<file path="src/rtl/fetch_stage_pkg.sv">
`default_nettype none
// ============================================================================
//  Module   : fetch_stage_pkg
//  Purpose  : Shared fetch-stage constants (NOP encoding, reset PC, PC step,
//             imem address width) and the next-fetch selection encoding.
//             Also used by the decode and hazard logic.
//  Revision : 1.0 - initial release
// ============================================================================
package fetch_stage_pkg;

    localparam logic [31:0] C_RESET_PC = 32'd0;
    localparam logic [31:0] C_PC_INC   = 32'd1;
    localparam int          C_ADDR_W   = 12;
    localparam logic [31:0] C_NOP      = 32'd0;

    // Which source updates the fetch PC this cycle (redirect > stall > advance)
    typedef enum logic [1:0] {
        SEL_ADVANCE  = 2'd0,
        SEL_STALL    = 2'd1,
        SEL_REDIRECT = 2'd2
    } fetch_sel_e;

endpackage : fetch_stage_pkg
`default_nettype wire

</file>
<file path="src/rtl/fetch_stage_next_pc.sv">
`default_nettype none
// ============================================================================
//  Module   : fetch_stage_next_pc
//  Purpose  : Pure mux/adder that picks the next fetch PC from the redirect,
//             stall and sequential-advance sources, and reports the choice.
//  Revision : 1.0 - initial release
// ============================================================================
module fetch_stage_next_pc
    import fetch_stage_pkg::*;
#(
    parameter logic [31:0] PC_INC = C_PC_INC
) (
    input  logic [31:0] i_fetch_pc,
    input  logic        i_stall,
    input  logic        i_redirect,
    input  logic [31:0] i_redirect_target,
    output logic [31:0] o_next_fetch_pc,
    output fetch_sel_e  o_sel
);

    // Priority select: a redirect overrides a concurrent stall; the adder wraps mod 2^32
    always_comb begin
        o_sel           = SEL_ADVANCE;
        o_next_fetch_pc = i_fetch_pc + PC_INC;
        if (i_redirect) begin
            o_sel           = SEL_REDIRECT;
            o_next_fetch_pc = i_redirect_target;
        end else if (i_stall) begin
            o_sel           = SEL_STALL;
            o_next_fetch_pc = i_fetch_pc;
        end
    end

endmodule : fetch_stage_next_pc
`default_nettype wire

</file>
<file path="src/rtl/fetch_stage.sv">
`default_nettype none
// ============================================================================
//  Module   : fetch_stage
//  Purpose  : Instruction-fetch stage. Issues addresses to a 1-cycle
//             synchronous imem, tracks the in-flight fetch and offers the
//             PC/instruction pair plus enable/flush to the fetch-to-decode
//             register, squashing wrong-path data after a redirect.
//  Revision : 1.0 - initial release
// ============================================================================
module fetch_stage
    import fetch_stage_pkg::*;
#(
    parameter logic [31:0] RESET_PC = C_RESET_PC,
    parameter logic [31:0] PC_INC   = C_PC_INC,
    parameter int          ADDR_W   = C_ADDR_W,
    parameter logic [31:0] NOP      = C_NOP
) (
    input  logic              clk,
    input  logic              rst,              // asynchronous, active-low
    input  logic              stall,
    input  logic              redirect,
    input  logic [31:0]       redirect_target,
    output logic [ADDR_W-1:0] imem_addr,
    input  logic [31:0]       imem_data,
    output logic [31:0]       PC,
    output logic [31:0]       instruction,
    output logic              enable,
    output logic              flush
);

    // fetch_pc: address issued this cycle; resp_pc: address issued last cycle;
    // resp_valid: imem_data currently belongs to the correct path.
    logic [31:0] fetch_pc_q, fetch_pc_d;
    logic [31:0] resp_pc_q,  resp_pc_d;
    logic        resp_valid_q, resp_valid_d;

    logic [31:0] w_next_fetch_pc;
    fetch_sel_e  w_sel;
    logic        w_hold;

    fetch_stage_next_pc #(
        .PC_INC            (PC_INC)
    ) u_next_pc (
        .i_fetch_pc        (fetch_pc_q),
        .i_stall           (stall),
        .i_redirect        (redirect),
        .i_redirect_target (redirect_target),
        .o_next_fetch_pc   (w_next_fetch_pc),
        .o_sel             (w_sel)
    );

    assign w_hold = stall & ~redirect;

    // Outputs: while holding, re-read resp_pc so imem_data stays stable next cycle
    always_comb begin
        imem_addr   = w_hold ? resp_pc_q[ADDR_W-1:0] : fetch_pc_q[ADDR_W-1:0];
        PC          = resp_pc_q;
        instruction = resp_valid_q ? imem_data : NOP;
        enable      = ~stall | redirect;
        flush       = ~resp_valid_q | redirect;
    end

    // Next state: redirect squashes the in-flight fetch, stall holds, advance shifts
    always_comb begin
        fetch_pc_d   = w_next_fetch_pc;
        resp_pc_d    = resp_pc_q;
        resp_valid_d = resp_valid_q;
        case (w_sel)
            SEL_REDIRECT: begin
                resp_valid_d = 1'b0;
            end
            SEL_STALL: begin
                resp_valid_d = resp_valid_q;
            end
            SEL_ADVANCE: begin
                resp_pc_d    = fetch_pc_q;
                resp_valid_d = 1'b1;
            end
            default: begin
                resp_valid_d = 1'b0;
            end
        endcase
    end

    // State registers, cleared immediately when rst goes low
    always_ff @(posedge clk or negedge rst) begin
        if (!rst) begin
            fetch_pc_q   <= RESET_PC;
            resp_pc_q    <= 32'd0;
            resp_valid_q <= 1'b0;
        end else begin
            fetch_pc_q   <= fetch_pc_d;
            resp_pc_q    <= resp_pc_d;
            resp_valid_q <= resp_valid_d;
        end
    end

endmodule : fetch_stage
`default_nettype wire

</file>
<file path="config.mk">
export PLATFORM = sky130hd
export DESIGN_NAME = fetch_stage
export DESIGN_NICKNAME = d
export VERILOG_FILES = /design/src/rtl/fetch_stage_pkg.sv /design/src/rtl/fetch_stage_next_pc.sv /design/src/rtl/fetch_stage.sv
export SDC_FILE = /design/constraint.sdc
export NUM_CORES = 1
export LEC_CHECK = 0
export BUFFER_PORTS_ARGS = -buffer_cell sky130_fd_sc_hd__buf_2
export CAP_MARGIN = 15
export CORE_ASPECT_RATIO = 0.5
export CORE_MARGIN = 3
export CORE_UTILIZATION = 52
export DETAILED_ROUTE_END_ITERATION = 10
export PLACE_DENSITY = 0.9
export SETUP_SLACK_MARGIN = 0.4
export SYNTH_ARGS = -nofsm -noshare
export SYNTH_HDL_FRONTEND = slang
export SYNTH_HIERARCHICAL = 1
export SYNTH_SLANG_ARGS = --single-unit
</file>
<file path="constraint.sdc">
create_clock -name clk -period 3 [get_ports clk]
set_input_delay 0.6 -clock clk [delete_from_list [all_inputs] [get_ports clk]]
set_output_delay 0.6 -clock clk [all_outputs]
set_load 0.02 [all_outputs]
</file>
; Word level (Yosys, flattened, before mapping)
; Index checks and enable logic that the tools add are counted.
[op_classes]
eq_ne = 2
div = 0
n_reduce_logical = 1
order_cmp = 0
bitwise_logic = 6
n_mul = 0
addsub = 1
n_shift = 0
mux = 7
[ops]
columns = op, n
row1 = $mux 32, 3
row2 = $add 32x1->32 const B, 1
row3 = $mux 12, 1
row4 = $not 1->1, 3
row5 = $eq 2x1->1 const B, 1
row6 = $logic_not 2->1, 1
row7 = $mux 2, 1
row8 = $ne 2x1->1 const B, 1
row9 = $or 1x1->1, 2
row10 = $pmux 1 s2, 1
row11 = $and 1x1->1, 1
row12 = $mux 1, 1
[totals]
rom_bits = 0
ram_bits = 0
mem_count = 0
input_bits = 68
output_inout_bits = 78
wordCells = 20
regBits = 65
latchBits = 0

; Logic depth before layout (Yosys ltp)
; Gate-level depths: netlist of run 1.
[logic_depth]
depth_word = 4
depth_mapped = 7
depth_no_buf = 6

; By module
; Netlist of run 1, hierarchy kept.
[by_module_without_submodules]
columns = mod, area_each_um2, n_inst, seq_area_each_um2, cells_each
row1 = fetch_stage, 2456.1, 1, 1626.6, 153
row2 = fetch_stage_next_pc, 1008.5, 1, 0.0, 169

; Worst setup path after synthesis of run 1
; No wires, ideal clock.
[synth_path]
kind = input port to output port
startpoint = input port redirect
endpoint = output port imem_addr[10]
t_arrival_ns = 1.272
path_buffers = 1
path_slack_ns = 1.128
t_required_ns = 2.400
cell_stages = 3
cell_sequence = nand2b_4 buf_6 mux2_2
[synth_via]
elab_chain_len = 3
[synth_rtl]
columns = item, line_no
row1 = "start, declared", fetch_stage.sv:21  ; input logic redirect,
row2 = $not 1->1, fetch_stage.sv:52  ; assign w_hold = stall & ~redirect;
row3 = $and 1x1->1, fetch_stage.sv:52
row4 = $mux 12, fetch_stage.sv:56  ; imem_addr = w_hold ? resp_pc_q[ADDR_W-1:0] : fetch_pc_q[ADDR_W-1:0];
row5 = "end, declared", fetch_stage.sv:23  ; output logic [ADDR_W-1:0] imem_addr,
; No other way between the ends.

; Worst setup path after layout of run 1
[layout_path]
startpoint = register resp_valid_q
endpoint = output port instruction[21]
[layout_via]
elab_chain_len = 1
[layout_rtl]
columns = item, line_no
row1 = "start, declared", fetch_stage.sv:35  ; logic resp_valid_q, resp_valid_d;
row2 = "start signal, assigned", fetch_stage.sv:94  ; resp_valid_q <= resp_valid_d;
row3 = $mux 32, fetch_stage.sv:58  ; instruction = resp_valid_q ? imem_data : NOP;
row4 = "end, declared", fetch_stage.sv:26  ; output logic [31:0] instruction,
; No other way between the ends.

==> results by group, run 1 <==
Synthesis
  – Mapped Avg Cell Area: 10.76 µm²
  – Number of synthesized register bits: between 60 and 70
  – Synth Net Count: 391
  – Mapped cell area: 3465 µm²
  – Ys Warns: 6
  – Synth Instances: approximately 320
  – Sequential area share after synthesis: approximately 47%
  – Post-synthesis cell type count: 33

STA
  – RSZ-0062 raised after global routing: no
  – Final max-slew violation count: 0
  – Final Hold Viols: 0
  – Final setup vio count: 0
  – Worst slew margin: between 40% and 50%
  – Worst-Margin Slew: between 0.8 and 0.9 ns
  – Min Clock Period, post-route: 2.158 ns
  – Setup TNS: 0 ns
  – Fmax: ~0.46 GHz
  – Worst Skew: 0.005228 ns
  – Ratio of final minimum period to clock period: 71.94%

Placement
  – Placed Area: 4244 µm²
  – Placed cell count: roughly 540
  – IO Port Bufs: around 150
  – HPWL Detailed: slightly above 6 mm
  – RePlAce Congestion: 0.8126

CTS
  – Post-CTS setup buffer count: 0
  – Worst-path clk slew: 0.05 ns
  – Cts hold-fix bufs: 0
  – CTS resizes: 0
  – H-Tree Depth: 3
  – TritonCTS clock tree: done
  – Clock buffer depth: 2
  – Clock Latency Late Sink: ~0.33 ns
  – Total CTS buffers: 9
  – Sink Count: 65
  – Clock Root Buffer: clkbuf_16

Detailed routing
  – Detailed-route DRC error count: 0
  – DRT iter0 DRCs: ~250
  – WL per Instance: 16.03 µm
  – Drt pass-1 iters: 4
  – WL final: between 8 and 9 mm
  – Vias post-DR: a little under 3,000
  – Antenna viol nets, final: 0
  – Vias per inst: approximately 5.2

Setup path
  – Crit path kind: flop to primary output
  – Setup crit end kind: primary output
  – Worst path max stage delay: about 0.82 ns
  – Crit-path cells: and2_1 -> buf_2
  – Crit start category: flop
  – CP max FO: 34
  – WP data required: about 2.4 ns
  – Worst path slowest cell: dfrtp_1
  – Crit path DAT: 1.56 ns

Pwr
  – Logic pwr share: 22.7%
  – P_leak: 2.208 nW
  – Internal Pwr Total: 1.933 mW
  – Clock power frac: 37.2%
  – P_sw: a little over 0.8 mW
  – Sequential share of power: between 40% and 50%
  – Worst VDD drop: approximately 280 µV
  – Sw frac: between 20 and 30%
  – Pwr Density: 608.4 nW/µm²

Floorplan
  – Area of the core: roughly 6300 µm²
  – Die Area: around 7700 µm²
  – Row count: 20
  – Die span in y: 63.72 µm
  – Initial Util: 55.38%
  – Overall die width: approximately 120 µm
  – I/O pin cnt: 146

Final layout
  – Commonest non-fill, non-tap cell in the layout: buf_2
  – Share of layout cells above drive strength 1: a little under half
  – Nets: between 500 and 600
  – Synth-to-layout area growth: 30.88%
  – Antenna Cells: 0
  – Post-route cell area: ~4500 µm²
  – Most frequent cells in the layout: buf_2 (145), dfrtp_1 (65), nand2_1 (40)
  – Final Non-Filler Cells: between 500 and 600

Flow run
  – Max-cap viol count: 0

Global route
  – Pin count of the biggest net entering global routing: 40
  – Vias in the first global route: around 2,900
  – First-pass GRT wire length: 14.24 mm
  – Initial antenna violation count: 0
  – GRT Util Overall: about a quarter
  – Total gr overflow: 0

Worst hold path
  – Min-delay worst type: primary input to asynchronous set/reset pin

Outcome
  – Status: complete, no violations
[worst paths after layout]
kind                                startpoint               to  slack (ns)  cells past startpoint
min in group clk           redirect_target[20]   fetch_pc_q[20]        0.48                      3
max                               resp_valid_q  instruction[21]        0.84                      2
max reg2reg                      fetch_pc_q[4]   fetch_pc_q[31]        0.93                      5
max in group asynchronous                  rst   fetch_pc_q[25]        1.90                      2
min                                        rst   fetch_pc_q[13]        0.37                      1
min reg2reg                             PC[14]           PC[14]        0.50                      1
[flip-flops by register name (all words and copies together) (netlist names)]
name and flops:
fetch_pc_q 32, resp_valid_q 1, PC 32
[stage by stage]
stage / util (%) / total power [mW] / worst slack [ns] / hold WS, ns
6_report: 72.48 / 2.759 / 0.8418 / 0.3674
3_3_place_gp: 67.84 / 1.718 / 0.7500 / 0.4824
3_5_place_dp: 67.84 / 1.740 / 0.7375 / 0.4913
4_1_cts: 72.48 / 2.788 / 0.8404 / 0.3794
2_1_floorplan: - / 1.495 / 1.128 / 0.3044
5_1_grt: 72.48 / 2.889 / 0.7192 / 0.4120
[area by class of cell]
cell class	count	area [µm²]
Clock buffer	13	250.2
Clock inverter	3	40.04
Fill cell	453	1722
Inverter	4	15.01
Multi-Input combinational cell	234	1702
Sequential cell	65	1627
Tap cell	88	110.1
Timing Repair Buffer	152	790.8
[worst max-delay path: cells and delay by family, from the launching register on]
kind | cells | cell delay (ns)
buffers and inverters | 1 | 0.17
DFF | 1 | 0.82
and+or+nand+nor | 1 | 0.24
[metal layers]
layer  routed length [µm]  global-route usage, %  up-vias
li1                     -                      -     1396
met1                 3766                  29.64     1408
met2                 4542                  40.21      107
met3                  496                  4.664       14
met4                  156                  8.380        0
met5                    0                      0        -
[power by group through the flow]
stage / Clock, mW / Sequential, mW / Combinational, mW
final: 1.03 / 1.11 / 0.625
after CTS: 1.05 / 1.11 / 0.631
after global placement: 0 / 1.11 / 0.606
after detailed placement: 0 / 1.12 / 0.623
after floorplan: 0 / 1.18 / 0.310
after global routing: 1.09 / 1.13 / 0.672
[cells in the mapped netlist]
master,n,share of area [%]
nor3_2,1,0.29
xnor2_1,9,2.3
nand2b_4,1,0.40
nand3_1,10,1.4
nor2b_1,2,0.36
nand2_1,40,4.3
nand4_1,14,2.5
o21ai_0,21,3.0
nand3_4,1,0.51
nor2_1,7,0.76
mux2_2,36,12
nor4_1,1,0.18
nand4b_1,2,0.51
nand3b_1,2,0.43
dfrtp_1,65,47
and3_1,2,0.36
nor4_4,1,0.61
xor2_1,22,5.6
nor3_1,3,0.43
buf_4,3,0.65
a21oi_1,1,0.14
and2_1,33,6.0
buf_2,1,0.14
inv_1,4,0.43
mux2_4,10,4.3
o21ai_1,9,1.3
clkbuf_1,10,1.1
and4_1,2,0.51
nand2b_1,1,0.18
mux2i_1,1,0.29
buf_6,5,1.6
nor2_4,1,0.33
ha_1,1,0.36
[logic make-up after synthesis]
| group | share of synthesized area [%] |
|---|---|
| xor+xnor | 7.837 |
| mux | 16.32 |
| fa+ha+maj | 0.3611 |
| simple gates | 20.12 |
| buf+inv | 3.936 |
| compound gates | 4.478 |
| flops | 46.95 |
(Power assumes the default switching activity.)
==> inputs of run 2 (changes only) <==
- CORE_UTILIZATION: 52 -> 44
- PLACE_DENSITY: 0.9 -> 0.81
- clock period: 3 -> 1.9 ns (I/O delays scaled with it)
==> results by group, run 2 (synthesis results as in run 1) <==
Global route
  – Pin count of the biggest net entering global routing: 45 (+13%)
  – Busiest grt layer: met2
  – Initial antenna violation count: 0 (unchanged)
  – M2 GR Usage: 39.04% (-1.2 points)
  – Vias in the first global route: 3,048 (+6.1%)
  – Grt met1 use: 27.41% (-2.2 points)
  – GRT Util Overall: 22.09% (-1.4 points)
  – Total gr overflow: 0 (unchanged)
  – First-pass GRT wire length: 15.40 mm (+8.1%)
  – Met3 GRT Util: 4.710% (+0.046 points)

Final layout
  – Post-route cell area: 5737 µm² (+27%)
  – Share of layout cells above drive strength 1: 61.82% (+16 points)
  – Post-layout util: 76.62% (+4.1 points)
  – Synth-to-layout area growth: 65.58%
  – Antenna Cells: 0 (unchanged)
  – Commonest non-fill, non-tap cell in the layout: buf_2
  – Nets: 601 (+12%)
  – Most frequent cells in the layout: buf_2 (99), buf_6 (71), dfrtp_1 (61)

STA
  – RSZ-0062 raised after global routing: yes
  – Worst slew margin: 61.38% (+16 points)
  – Hold WS: 0.03914 ns (-0.3282 ns)
  – Final max-slew violation count: 0 (unchanged)
  – Final Hold Viols: 0 (unchanged)
  – Ratio of final minimum period to clock period: roughly 97%
  – Worst-Margin Slew: 0.5793 ns (-0.2361 ns)
  – Setup TNS: 0 ns (unchanged)
  – Final setup vio count: 0 (unchanged)
  – Min Clock Period, post-route: ~1.8 ns
  – Fmax: approximately 0.54 GHz
  – Worst Skew: 0.008482 ns (+0.003254 ns)

Floorplan
  – Initial Util: 46.27% (-9.1 points)
  – Row count: 22 (+10%)
  – Area of the core: 7487 µm² (+20%)
  – Overall die width: 131.5 µm (+8.3%)
  – Die span in y: 68.75 µm (+7.9%)
  – I/O pin cnt: 146 (unchanged)
  – Die Area: 9039 µm² (+17%)

Setup path
  – Worst r2r src: fetch_pc_q[2]
  – Worst reg-to-reg setup slack: 0.06 ns (-0.87 ns)
  – Crit-path cells: buf_6 -> buf_6 -> nand4b_1 -> nor3_4 -> buf_6 -> buf_6 -> nand4_1 -> xnor2_1 -> o21ai_1
  – WP data required: 2.11 ns (-0.29 ns)
  – CP max FO: 5 (-85%)
  – Worst path slowest cell: dfrtp_1
  – Crit start category: flop
  – Worst R2R End: fetch_pc_q[30]
  – CP Buf/Inv Count: 4 (+3)
  – Most used cell, CP: buf_6
  – Crit path DAT: 2.04 ns (+0.48 ns)
  – Worst reg-to-reg path cell count: 9 (+4)
  – Crit path kind: flop to flop
  – Worst path max stage delay: 0.38 ns (-0.44 ns)
  – Setup crit end kind: flop
  – Critical Path Source: fetch_pc_q[2]
  – Top cell family by delay on the critical path: simple AND/OR/NAND/NOR gates

Detailed routing
  – WL per Instance: 19.13 µm (+19%)
  – DRT iter0 DRCs: 295 (+16%)
  – Vias post-DR: 3,388 (+16%)
  – WL final: 12.34 mm (+38%)
  – Drt pass-1 iters: 5 (+1)
  – Antenna viol nets, final: 0 (unchanged)
  – Vias per inst: 5.253 (+0.39%)
  – Detailed-route DRC error count: 0 (unchanged)

Outcome
  – Status: complete, no violations

Pwr
  – Tot Pwr: 5.034 mW (+82%)
  – Worst VDD drop: 542.3 µV (+91%)
  – P_leak: 2.777 nW (+26%)
  – Pwr Density: 877.5 nW/µm² (+44%)

CTS
  – Total CTS buffers: 9 (unchanged)
  – Clock buffer depth: 2 (unchanged)
  – Sink Count: 65 (unchanged)
  – Clock Latency Late Sink: 0.34 ns (about the same)
  – TritonCTS clock tree: done
  – Clock Root Buffer: clkbuf_16
  – Cts hold-fix bufs: 0 (unchanged)
  – Worst-path clk slew: 0.06 ns (about the same)
  – H-Tree Depth: 3 (unchanged)

Placement
  – RePlAce Congestion: 0.7767 (-4.4%)
  – Placed Area: 4436 µm² (+4.5%)
  – IO Port Bufs: 145 (unchanged)
  – HPWL Detailed: 6.244 mm (+2.4%)

Flow run
  – Max-cap viol count: 0 (unchanged)

Worst hold path
  – Min-delay worst type: primary input to asynchronous set/reset pin
-- run 2: layout make-up --
type,count,area (µm²)
well taps,108,135.1
flip-flops and latches,65,1632
clock buffers,11,252.7
clock inverters,5,77.57
repair buffers,217,1705
multi-input cells,235,1919
fillers,429,1750
inverters,4,15.01
-- run 2: power by group --
group / total [mW] / internal [mW] / switching [mW] / leakage (nW)
combinational: 1.45 / 0.743 / 0.711 / 1.83
sequential: 1.73 / 1.57 / 0.163 / 0.785
clock: 1.84 / 1.21 / 0.630 / 0.162
total: 5.03 / 3.53 / 1.50 / 2.78
-- run 2: worst reg2reg max path, stage by stage (launching register included) --
cell	delay (ns)
dfrtp_1	0.38
buf_6	0.12
buf_6	0.10
nand4b_1	0.20
nor3_4	0.30
buf_6	0.14
buf_6	0.11
nand4_1	0.11
xnor2_1	0.18
o21ai_1	0.07
-- run 2: per-stage QoR --
stage | worst slack (ns) | std cells
6_report | 0.06402 | 645
5_1_grt | -0.003248 | 645
3_3_place_gp | 0.1340 | 580
2_1_floorplan | 0.3755 | 322
4_1_cts | 0.1897 | 619
3_5_place_dp | 0.1306 | 580
-- run 2: what timing repair did --
item                                    CTS  global route
endpoints found under the setup margin   67            70
resized for setup                       142            48
buffers inserted                         18            25
gates cloned                              5             1
pin swaps                                 2            19
-- run 2: worst max path at each step --
stage                           endpoint  slack (ns)  cells after the start
final                     fetch_pc_q[30]        0.06                      9
after global routing      fetch_pc_q[30]      -0.003                      9
after CTS                 fetch_pc_q[27]        0.19                      6
after detailed placement  fetch_pc_q[27]        0.13                      7
after global placement    fetch_pc_q[27]        0.13                      7
after floorplan           fetch_pc_q[12]        0.38                      7
-- run 2: per-layer routing --
metal	wire [µm]	vias up	part of all wire [%]
met1	4936	1679	40
met5	0	-	0
met2	6372	149	52
met4	408	0	3.3
li1	-	1523	-
met3	620	37	5.0
